File: src/rtl/hazard_ctrl.sv
// hazard_ctrl: central hazard / stall / forwarding controller for the
// 5-stage pipeline with a multi-cycle multiply/divide unit.
//
// Ports
//   clk, rst_n           clock, synchronous active-low reset
//   rsD, rtD             source registers of the instruction in D
//   TuseRsD, TuseRtD     operand use time (0=D, 1=E, 3=unused)
//   DstD, RFWrD, TnewD   destination, RF write enable, result latency
//   mdStartD, mdDivD     D instruction starts a mult (0) / div (1)
//   mdUseD               D instruction touches the MD unit or HI/LO
//   enPC, enD, FlushE    stall controls (stall freezes PC/D, bubbles E)
//   FwdRsD/RtD/RsE/RtE   forward selects: 0=RF, 1=M, 2=W
//   md_busy              MD unit busy
//   stall_cnt            stall cycles since reset (wraps)
//
// Only D-stage decode data enters; E/M/W producer information is kept in a
// private shadow pipeline that moves in step with the real one.

// Per-operand RAW stall check against producers in E and M.
module hazard_chk (
    input  logic [4:0] src,
    input  logic [1:0] tuse,
    input  logic [4:0] dst_e,
    input  logic       wr_e,
    input  logic [1:0] tnew_e,
    input  logic [4:0] dst_m,
    input  logic       wr_m,
    input  logic [1:0] tnew_m,
    output logic       stall
);
    logic hit_e, hit_m;
    assign hit_e = wr_e && (dst_e == src) && (tnew_e > tuse);
    assign hit_m = wr_m && (dst_m == src) && (tnew_m > tuse);
    // $0 never carries a dependency; Tuse=3 marks an unused operand.
    assign stall = (src != 5'd0) && (tuse != 2'd3) && (hit_e || hit_m);
endmodule

// Per-operand forward select; M wins over W since it is the younger result.
module hazard_fwd (
    input  logic [4:0] src,
    input  logic [4:0] dst_m,
    input  logic       wr_m,
    input  logic [1:0] tnew_m,
    input  logic [4:0] dst_w,
    input  logic       wr_w,
    output logic [1:0] fwd
);
    always_comb begin
        fwd = 2'd0;
        if (src != 5'd0) begin
            if (wr_m && dst_m == src && tnew_m == 2'd0)
                fwd = 2'd1;
            else if (wr_w && dst_w == src)
                fwd = 2'd2;
        end
    end
endmodule

module hazard_ctrl #(
    parameter int MULT_CYCLES = 5,
    parameter int DIV_CYCLES  = 10,
    parameter int CNT_W       = 32
) (
    input  logic             clk,
    input  logic             rst_n,
    input  logic [4:0]       rsD,
    input  logic [4:0]       rtD,
    input  logic [1:0]       TuseRsD,
    input  logic [1:0]       TuseRtD,
    input  logic [4:0]       DstD,
    input  logic             RFWrD,
    input  logic [1:0]       TnewD,
    input  logic             mdStartD,
    input  logic             mdDivD,
    input  logic             mdUseD,
    output logic             enPC,
    output logic             enD,
    output logic             FlushE,
    output logic [1:0]       FwdRsD,
    output logic [1:0]       FwdRtD,
    output logic [1:0]       FwdRsE,
    output logic [1:0]       FwdRtE,
    output logic             md_busy,
    output logic [CNT_W-1:0] stall_cnt
);
    localparam int MD_MAX  = (DIV_CYCLES > MULT_CYCLES) ? DIV_CYCLES : MULT_CYCLES;
    localparam int MD_W    = $clog2(MD_MAX + 1);
    localparam int NUM_OPS = 4;  // rsD, rtD, rsE, rtE

    typedef struct packed {
        logic [4:0] rs;
        logic [4:0] rt;
        logic [4:0] dst;
        logic       wr;
        logic [1:0] tnew;
        logic       start;
        logic       div;
    } e_stage_t;

    typedef struct packed {
        logic [4:0] dst;
        logic       wr;
        logic [1:0] tnew;
    } m_stage_t;

    typedef struct packed {
        logic [4:0] dst;
        logic       wr;
    } w_stage_t;

    e_stage_t         sh_e;
    m_stage_t         sh_m;
    w_stage_t         sh_w;
    logic [MD_W-1:0]  md_cnt;
    logic             stall;
    logic             stall_md;
    logic [1:0]       stall_op;

    // ---------------- stall detection ----------------
    logic [1:0][4:0] chk_src;
    logic [1:0][1:0] chk_tuse;
    assign chk_src  = {rtD, rsD};
    assign chk_tuse = {TuseRtD, TuseRsD};

    for (genvar g = 0; g < 2; g++) begin : g_chk
        hazard_chk u_chk (
            .src    (chk_src[g]),
            .tuse   (chk_tuse[g]),
            .dst_e  (sh_e.dst),
            .wr_e   (sh_e.wr),
            .tnew_e (sh_e.tnew),
            .dst_m  (sh_m.dst),
            .wr_m   (sh_m.wr),
            .tnew_m (sh_m.tnew),
            .stall  (stall_op[g])
        );
    end

    // A mult/div sitting in E has not loaded the counter yet, so it counts
    // as busy on its own.
    assign md_busy  = sh_e.start || (md_cnt != '0);
    assign stall_md = mdUseD && md_busy;
    assign stall    = |stall_op || stall_md;

    assign enPC   = ~stall;
    assign enD    = ~stall;
    assign FlushE = stall;

    // ---------------- forwarding ----------------
    logic [NUM_OPS-1:0][4:0] fwd_src;
    logic [NUM_OPS-1:0][1:0] fwd_sel;
    assign fwd_src = {sh_e.rt, sh_e.rs, rtD, rsD};

    for (genvar g = 0; g < NUM_OPS; g++) begin : g_fwd
        hazard_fwd u_fwd (
            .src    (fwd_src[g]),
            .dst_m  (sh_m.dst),
            .wr_m   (sh_m.wr),
            .tnew_m (sh_m.tnew),
            .dst_w  (sh_w.dst),
            .wr_w   (sh_w.wr),
            .fwd    (fwd_sel[g])
        );
    end

    assign FwdRsD = fwd_sel[0];
    assign FwdRtD = fwd_sel[1];
    assign FwdRsE = fwd_sel[2];
    assign FwdRtE = fwd_sel[3];

    // ---------------- shadow pipeline, MD counter, stall counter ----------------
    always_ff @(posedge clk) begin
        if (!rst_n) begin
            sh_e      <= '0;
            sh_m      <= '0;
            sh_w      <= '0;
            md_cnt    <= '0;
            stall_cnt <= '0;
        end else begin
            if (stall)
                sh_e <= '0;
            else
                sh_e <= '{rs: rsD, rt: rtD, dst: DstD, wr: RFWrD, tnew: TnewD,
                          start: mdStartD, div: mdDivD};

            sh_m.dst  <= sh_e.dst;
            sh_m.wr   <= sh_e.wr;
            sh_m.tnew <= (sh_e.tnew == 2'd0) ? 2'd0 : sh_e.tnew - 2'd1;

            sh_w.dst  <= sh_m.dst;
            sh_w.wr   <= sh_m.wr;

            if (sh_e.start)
                md_cnt <= sh_e.div ? MD_W'(DIV_CYCLES) : MD_W'(MULT_CYCLES);
            else if (md_cnt != '0)
                md_cnt <= md_cnt - MD_W'(1);

            stall_cnt <= stall_cnt + CNT_W'(stall);
        end
    end
endmodule

File: config.mk
export PLATFORM = sky130hd
export DESIGN_NAME = hazard_ctrl
export DESIGN_NICKNAME = d
export VERILOG_FILES = /design/src/rtl/hazard_ctrl.sv
export SDC_FILE = /design/constraint.sdc
export NUM_CORES = 1
export LEC_CHECK = 0
export CORE_MARGIN = 5
export CORE_UTILIZATION = 30
export CTS_CLUSTER_DIAMETER = 80
export DETAILED_ROUTE_END_ITERATION = 10
export GPL_TIMING_DRIVEN = 0
export SLEW_MARGIN = 40
export SYNTH_ARGS = -nofsm -noshare
export SYNTH_HDL_FRONTEND = slang
export SYNTH_SLANG_ARGS = --single-unit
File: constraint.sdc
create_clock -name clk -period 10.6 [get_ports clk]
set_input_delay 2.12 -clock clk [delete_from_list [all_inputs] [get_ports clk]]
set_output_delay 2.12 -clock clk [all_outputs]
set_load 0.02 [all_outputs]
==> qor.yml, run 1 <==
status: "completed"
crit_type: "in -> out"
max_stage_delay_ns: 0.54
die_w_um: 123.3
ys_seq_elements: 70
vdd_drop_max_uv: 69.09
instances_no_fill: 678
cts.hold.buffers_added: 0
final-setup-viol-count: 0
cts_tree: "yes"
gr-total-overflow: 0
antenna_found_initial: 0
synth_top_cell_by_area: "dfxtp_1"
area_growth_pct: 31.48
cts.sinks: 70
synth_edf_count: 0
rsz0062_at_grt: "false"
ant_nets: 0
avgSynthCellArea_um2: 9.126
synthFlopType: "dfxtp_1"
dp_hpwl_um: 7757
portBuffers: 68
grt_usage_pct: 14.01
cp_max_fo: 10
place_area_um2: 4747
ys_async_sr_fraction_pct: 0
worst_slew_pin_slew_ns: 0.5756
end_kind: "output pin"
io_pins: 71
die_h_um: 123.3
critPathArrivalTime_ns: 4.88
yosysMostFrequentCell: "dfxtp_1"
worstPathCellList: "clkdlybuf4s50_1 -> inv_1 -> ha_1 -> a21boi_0 -> nand4_1 -> or4_4 -> o211ai_4 -> buf_6 -> nor2_1 -> buf_4 -> clkdlybuf4s50_1"
cts_resized: 0
layout.nets: 541
power.total_uw: 839.7
skew_ns: 0.009223
cts-root-buf: "clkbuf_16"
routed_via_density: 4.658
numCtsBuffers: 9
diodes: 0
grt_max_degree: 12
start_util_pct: 30.52
syn_area_um2: 3851
cts-htree-levels: 3
timing.final.hold_violations: 0
synth-seq-area-share_pct: 36.39
max-slew-margin-rel_pct: 61.55
drc: 0
vias: 3158
fmax_mhz: 142.8
clock_latency_ns: 0.33
period_share_pct: 66.05
die_area_um2: 15200
tns_ns: 0
cp_common_cell: "clkdlybuf4s50_1"
drt-pass1-iter-count: 4
fin_area_um2: 5064
core_area_um2: 12620
p_per_area_nw_per_um2: 165.8
cpMaxStageDelayCell: "or4_4"
maxCapViolCount: 0
grt_pass1_vias: 3294
worstPathRequired_ns: 8.48
drt-total-wl_um: 10190
utilization_pct: 40.12
start_kind: "input port"
post_route_cells_drive_above_1_share_pct: 10.87
synth_cell_types: 42
synthTopCellsByCount: "dfxtp_1 (70), xnor2_1 (57), and2_1 (42)"
syn_nets: 462
place.gp.congestion: 0.8485
power.static_leakage_nw: 1.953
post_drt_wl_per_cell_um: 15.04
grt_first_pass_wirelength_um: 16570
drt-initial-drc-count: 76
cts_setup_buffers: 0
place_inst: 662
hold_path_class: "reg -> reg"
ys_warn_count: 0
cts.clk_slew.worst_paths_ns: 0.05
netlist_instances: 422
layout_min_cycle_time_ns: 7.001
row_count: 41
ctsLongestPathBuffers: 2
yosys-top-cells-area: "dfxtp_1 (36%), xnor2_1 (13%), and2_1 (6.8%)"
synth_top_area_share_pct: 36.39
drv_slew: 0
==> per-stage QoR <==
step                hold slack [ns]  setup slack, ns
CTS                          0.4142            3.561
global placement             0.4066            3.585
detailed placement           0.4043            3.567
floorplan                    0.3919            4.676
global route                 0.4312            3.466
finish                       0.4187            3.599
==> worst paths after layout <==
check	startpoint	end	slack, ns	cells past startpoint
max	TuseRsD[1]	enPC	3.60	11
min	sh_e[2]	sh_m[0]	0.42	1
max reg2reg	sh_e[2]	stall_cnt[30]	7.14	13
min reg2reg	sh_e[2]	sh_m[0]	0.42	1
==> cell families (layout without fill, tap and decap cells) <==
kind of cell,after synthesis,in the layout,share of synthesized area (%)
flip-flops,70,70,36.39
AO/OA/AOI/OAI,16,16,3.736
XOR/XNOR,81,81,18.42
buffers and inverters,39,123,4.808
adder cells (fa/ha/maj),13,13,4.224
multiplexers,1,1,0.2599
AND/OR/NAND/NOR,202,202,32.16
==> cells in the final DEF (no fill, tap or decap), types with 11 or more instances in the layout <==
| cell | instances |
|---|---|
| dfxtp_1 | 70 |
| clkdlybuf4s50_1 | 68 |
| xnor2_1 | 57 |
| and2_1 | 42 |
| nand2_1 | 36 |
| xor2_1 | 24 |
| clkbuf_1 | 20 |
| nand3_1 | 19 |
| nor3_2 | 19 |
| nor2_1 | 13 |
| ha_1 | 13 |
| inv_1 | 12 |
| nor4_1 | 12 |
| nand4_1 | 12 |
| and3_1 | 11 |
==> power by group <==
group,internal (mW),leakage (nW),switching [mW]
clock,0.212,0.157,0.107
sequential,0.288,0.570,0.0235
combinational,0.102,1.23,0.108
==> sequential cells by signal, summed over array words and instances (netlist names) <==
register and count:
stall_cnt 32, fwd_src 10, sh_e 10, sh_m 8, sh_w 6, md_cnt 4
==> routing by layer <==
layer / global-route usage (%) / up-vias / part of all wire, %
met4: 3.529 / 0 / 0.62
met2: 24.29 / 68 / 49
met3: 4.163 / 4 / 5.0
met1: 16.94 / 1513 / 45
met5: 0 / - / 0
li1: - / 1573 / -
==> critical path: cells and delay by family <==
kind            cells  cell delay, ns
simple gates        3            0.73
compound gates      2            0.31
fa+ha+maj           1            0.30
buf+inv             5            1.41
==> final cells by class <==
| class | count | area (um2) |
|---|---|---|
| repair buffers | 68 | 680.7 |
| flip-flops and latches | 70 | 1401 |
| clock buffers | 12 | 246.5 |
| plain buffers | 27 | 140.1 |
| fillers | 1289 | 7556 |
| multi-input cells | 313 | 2265 |
| well taps | 172 | 215.2 |
| clock inverters | 4 | 70.07 |
| inverters | 12 | 45.04 |
Power figures use the tool's default switching activity.
==> run 2, diff against run 1 <==
==> constraint.sdc (replaced) <==
create_clock -name clk -period 6.25 [get_ports clk]
set_input_delay 1.25 -clock clk [delete_from_list [all_inputs] [get_ports clk]]
set_output_delay 1.25 -clock clk [all_outputs]
set_load 0.02 [all_outputs]
==> results of run 2 <==
Same layout as run 1 (identical final DEF). Status: completed.
Main changes from that run: setup slack after placement 3.567 ns -> 0.9569 ns; setup slack after layout 3.599 ns -> 0.9888 ns; register-to-register setup slack 7.14 ns -> 2.79 ns; total power 0.8397 mW -> 1.424 mW; worst IR drop on VDD 69.09 uV -> 117.2 uV
==> patch 1, RTL diff (config.mk and constraints of run 2) <==
Reset style: asynchronous (`rst_n`), changed in one clocked block. Comments in the files are not updated.
--- a/src/rtl/hazard_ctrl.sv
+++ b/src/rtl/hazard_ctrl.sv
@@ -169,7 +169,7 @@
     assign FwdRtE = fwd_sel[3];
 
     // ---------------- shadow pipeline, MD counter, stall counter ----------------
-    always_ff @(posedge clk) begin
+    always_ff @(posedge clk or negedge rst_n) begin
         if (!rst_n) begin
             sh_e      <= '0;
             sh_m      <= '0;
Check against the original RTL: differs if rst_n is asserted again (counterexample within 4 cycles, from zero or initial values and one cycle with rst_n low); with rst_n held inactive, the same outputs for 10 cycles.
==> patch 1 against run 2 <==
Clock skew down 0.0017 ns. Count of clock-buffer cells in the layout decreased by 2. Largest power group is now sequential cells. Largest cell class unchanged. Design area is 3.9% lower. Maximum frequency rose by 1.9%. Worst setup slack better by 0.097 ns. Total power fell by 1.5%. Sequential cell count stayed put. Wire length decreased by 15%. Core utilization up 0.54 points. Critical path depth fell by 4. Synthesized area down 5.0%. First-iteration DRC count grew 16%. Via count fell by 14%.
==> patch 1: results <==
group,metric,value,unit
run_status,status,"complete, no violations",
layout,drive_above_1_share,0.113,
critical_path,cpPeakStageDelay,0.62,ns
layout,n_antenna_cell,0,
critical_path,cp_max_fo,5,
sta,hold_ws,0.397,ns
pwr,ir_drop,201,uV
logic_synthesis,synthArstFlopShare,1.00,
sta,slew_headroom,0.541,
hold_path,worstHoldPathType,"reg2reg",
logic_synthesis,synth_seq_area_share,0.479,
critical_path,r2r_start,"sh_e[2]",
hold_path,hold_depth,0,
cts,post_cts_buffers,0,
layout,nets,466,
grt,grt_max_degree,51,
drt,drt-vias-per-instance,4.68,
hold_path,hold_path_startpoint,"sh_e[4]",
pwr,leakagePower,2.15,nW
logic_synthesis,syn_nets,386,
logic_synthesis,yosys-top-cells-count,"70 x dfrtp_1, 49 x xnor2_1, 35 x nand2_1",
drt,wl_per_cell,14.9,um
cts,htreeDepth,3,
drt,drtIter0Drc,88,
layout,fill_cells,1196,
grt,grt_pass1_wl,14.4,mm
cts,clk_pin_slew,0.06,ns
placement,gp_congestion,0.884,
logic_synthesis,synth.area.top_cells,"dfrtp_1 48%, xnor2_1 12%, xor2_1 7.7%",
cts,cts_buffers,9,
critical_path,regToRegEndpoint,"stall_cnt[21]",
grt,grt.total_usage,0.126,
critical_path,r2r_slack,2.64,ns
critical_path,cp.arrival,3.91,ns
cts,clkLatencyLatePin,0.33,ns
critical_path,r2r_cells,14,
logic_synthesis,synth.distinct_cells,37,
sta,hold_violations,0,
sta,skew,0.00752,ns
hold_path,hold_end,"sh_m[2]",
placement,post-dp-hpwl,6.55,mm
grt,first_global_vias,2895,
patch 1: power by group:
part	switching, W	internal (W)	leakage, nW
Sequential	0.0000590	0.000512	0.920
Clock	0.000191	0.000318	0.148
Combinational	0.000162	0.000161	1.08
Total	0.000412	0.000990	2.15
patch 1: layout make-up:
class	instances	area share
inverter	8	0.00617
sequential	70	0.360
clock buffer	10	0.0491
tap	147	0.0378
clock inverter	6	0.0126
buffer	14	0.0185
multi-input combinational	255	0.370
timing repair buffer	69	0.146
patch 1: logic make-up (layout without fill, tap and decap cells):
logic type               count (synthesis)  in the layout  share of synthesized area
flip-flops                              70             70                      0.479
XOR/XNOR                                81             81                      0.194
adder cells (fa/ha/maj)                 12             12                     0.0410
AO/OA/AOI/OAI                           17             17                     0.0414
AND/OR/NAND/NOR                        145            145                      0.212
buffers and inverters                   22            107                     0.0328
patch 1: worst max-delay path by stage:
stage | from | endpoint | slack, ns
detailed placement | rtD[4] | stall_cnt[31] | 1.04
global placement | rtD[4] | stall_cnt[31] | 1.03
CTS | rsD[1] | enPC | 1.06
global route | rsD[1] | enPC | 1.01
floorplan | TuseRtD[1] | stall_cnt[27] | 2.12
finish | rsD[1] | enPC | 1.09
patch 1: routing by layer:
layer,GRT usage,vias up,wire (um)
li1,-,1330,-
met1,0.152,1302,3890
met2,0.209,60,4160
met3,0.0318,15,391
met4,0.0637,0,202
met5,0,-,0
patch 1: through the flow:
step	std cells	total power, W	utilization	area [um2]	worst slack, ns
3_5_place_dp	563	0.000905	0.381	4550	1.04
5_1_grt	579	0.00148	0.407	4860	1.01
3_3_place_gp	562	0.000893	0.378	4520	1.03
4_1_cts	579	0.00142	0.406	4850	1.06
2_1_floorplan	347	0.000771	-	3660	2.12
6_report	579	0.00140	0.407	4860	1.09
patch 1: critical path: cells and delay by family:
kind | cells | cell delay (ns)
buffers and inverters | 3 | 1.28
AND/OR/NAND/NOR | 2 | 0.84
AO/OA/AOI/OAI | 2 | 0.54
==> patch 2, RTL diff (flow settings as in run 2) <==
Made on the original files. Set the parameter `CNT_W` to 36 (it was 32).
--- a/src/rtl/hazard_ctrl.sv
+++ b/src/rtl/hazard_ctrl.sv
@@ -59,7 +59,7 @@
 module hazard_ctrl #(
     parameter int MULT_CYCLES = 5,
     parameter int DIV_CYCLES  = 10,
-    parameter int CNT_W       = 32
+    parameter int CNT_W       = 36
 ) (
     input  logic             clk,
     input  logic             rst_n,
Ports: changed (resized stall_cnt); port bits go from 71 to 75. No check against the original RTL was run, so the function may have changed too.
==> patch 2 against run 2 <==
Non-clock buffer count up 4. Sequential cell count is 4 higher. Highest routed layer unchanged. Total power shrank 2.0%. Wire length grew 4.0%. Via count is 5.9% higher. Synthesized area up 3.2%. Design area is 2.8% higher. Sequential power grew 4.7%. Hold slack improved by 0.0019 ns. Maximum frequency decreased by 6.9%. Worst setup slack worse by 0.39 ns.
==> patch 2: results <==
group,metric,value,unit
run_status,status,"complete, no violations",
placement,port_buffers,71,
layout,n_antenna_cell,0,
grt,use_met1,0.160,
pwr,ir_drop,106,uV
cts,root_buffer,"clkbuf_16",
logic_synthesis,synth.distinct_cells,42,
critical_path,r2r_start,"sh_e[2]",
drt,wl_per_cell,14.9,um
layout,top_register,"stall_cnt",
drt,routed_wl,10.6,mm
cts,htreeDepth,3,
critical_path,r2r_slack,2.38,ns
layout,nets,569,
layout,largest_reg_flops,36,
placement,post-dp-hpwl,8.25,mm
critical_path,cp_max_fo,10,
hold_path,worstHoldPathType,"reg2reg",
cts,post_cts_buffers,0,
grt,first_global_vias,3500,
logic_synthesis,synth.area.top_cells,"dfxtp_1 37%, xnor2_1 11%, and2_1 6.6%",
critical_path,cpPeakStageDelay,0.52,ns
critical_path,cp.arrival,4.40,ns
layout,fill_cells,1343,
grt,met2_usage,0.241,
sta,hold_ws,0.421,ns
drt,vias,3344,
grt,antenna_found_initial,0,
layout,drive_above_1_share,0.0843,
pwr,p_int,0.00100,W
sta,worst_pin_slew,0.622,ns
hold_path,hold_end,"sh_m[0]",
placement,dp_cells,694,
drt,dr.pass1.iters,4,
logic_synthesis,syn_nets,487,
cts,clkLatencyLatePin,0.33,ns
hold_path,hold_depth,1,
grt,grt.total_usage,0.136,
cts,clk_pin_slew,0.06,ns
critical_path,regToRegEndpoint,"stall_cnt[18]",
logic_synthesis,syn_inst,447,
logic_synthesis,yosys-top-cells-count,"74 x dfxtp_1, 51 x xnor2_1, 44 x nand2_1",
critical_path,r2r_cells,14,
sta,skew,0.00475,ns
pwr,leakagePower,1.98,nW
placement,gp_congestion,0.807,
logic_synthesis,synthArstFlopShare,0,
cts,cts_buffers,9,
grt,grt_use_met3,0.0337,
grt,grt_pass1_wl,17.4,mm
logic_synthesis,synth_seq_area_share,0.373,
cts,cts.path.max_buffers,2,
critical_path,crit_path_top_delay_cell,"or4_1",
drt,drtIter0Drc,122,
hold_path,hold_path_startpoint,"sh_e[2]",
-- patch 2: changes by cell type in the layout (fill, tap and decap cells not counted), moves of 5 or more --
cell,delta
xnor2_1,-6
o21ai_0,+5
and3_1,-5
a21boi_1,+5
nor3_1,+10
nand2_1,+8
nand3_1,-5
-- patch 2: metrics by stage --
| stage | util | cell area (um2) | worst slack (ns) | power (W) |
|---|---|---|---|---|
| after global placement | 0.374 | 4910 | 0.658 | 0.000878 |
| after global routing | 0.396 | 5210 | 0.369 | 0.00147 |
| after CTS | 0.396 | 5210 | 0.542 | 0.00141 |
| after detailed placement | 0.374 | 4910 | 0.627 | 0.000892 |
| after floorplan | - | 3980 | 1.93 | 0.000777 |
| final | 0.396 | 5210 | 0.601 | 0.00140 |
-- patch 2: worst max path at each step --
stage	start	end	slack (ns)	depth (start not counted)
finish	TuseRtD[1]	enPC	0.60	11
global route	TuseRtD[1]	enPC	0.37	11
CTS	TuseRtD[1]	enPC	0.54	11
detailed placement	TuseRtD[1]	enPC	0.63	11
global placement	TuseRtD[1]	enPC	0.66	11
floorplan	TuseRtD[1]	enPC	1.93	9
-- patch 2: layout make-up --
class | count | share of cell area
Buffer | 28 | 0.0240
Tap cell | 176 | 0.0423
Inverter | 11 | 0.00793
Clock inverter | 2 | 0.00673
Timing Repair Buffer | 71 | 0.137
Clock buffer | 14 | 0.0507
Multi-Input combinational cell | 334 | 0.447
Sequential cell | 74 | 0.285
-- patch 2: power by group through the flow --
stage / Clock (W) / Combinational, W / Sequential [W]
after floorplan: 0 / 0.000220 / 0.000557
after global placement: 0 / 0.000318 / 0.000560
after detailed placement: 0 / 0.000330 / 0.000562
after CTS: 0.000528 / 0.000332 / 0.000552
after global routing: 0.000547 / 0.000360 / 0.000558
final: 0.000517 / 0.000327 / 0.000553
-- patch 2: worst max-delay path, delay by kind of cell --
family | cells | cell delay, ns
buffers and inverters | 5 | 1.59
AND/OR/NAND/NOR | 3 | 0.81
adder cells (fa/ha/maj) | 1 | 0.30
AO/OA/AOI/OAI | 2 | 0.44
-- patch 2: logic make-up (layout without fill, tap and decap cells) --
group / count (synthesis) / count (layout) / synth area share
flip-flops: 74 / 74 / 0.373
XOR/XNOR: 79 / 79 / 0.174
AO/OA/AOI/OAI: 32 / 32 / 0.0554
adder cells (fa/ha/maj): 13 / 13 / 0.0409
buffers and inverters: 39 / 126 / 0.0419
AND/OR/NAND/NOR: 210 / 210 / 0.315
-- patch 2: layer usage --
layer	part of all wire	wire length [um]	vias up
li1	-	-	1679
met1	0.44	4680	1571
met2	0.51	5380	78
met3	0.034	361	16
met4	0.017	177	0
met5	0	0	-
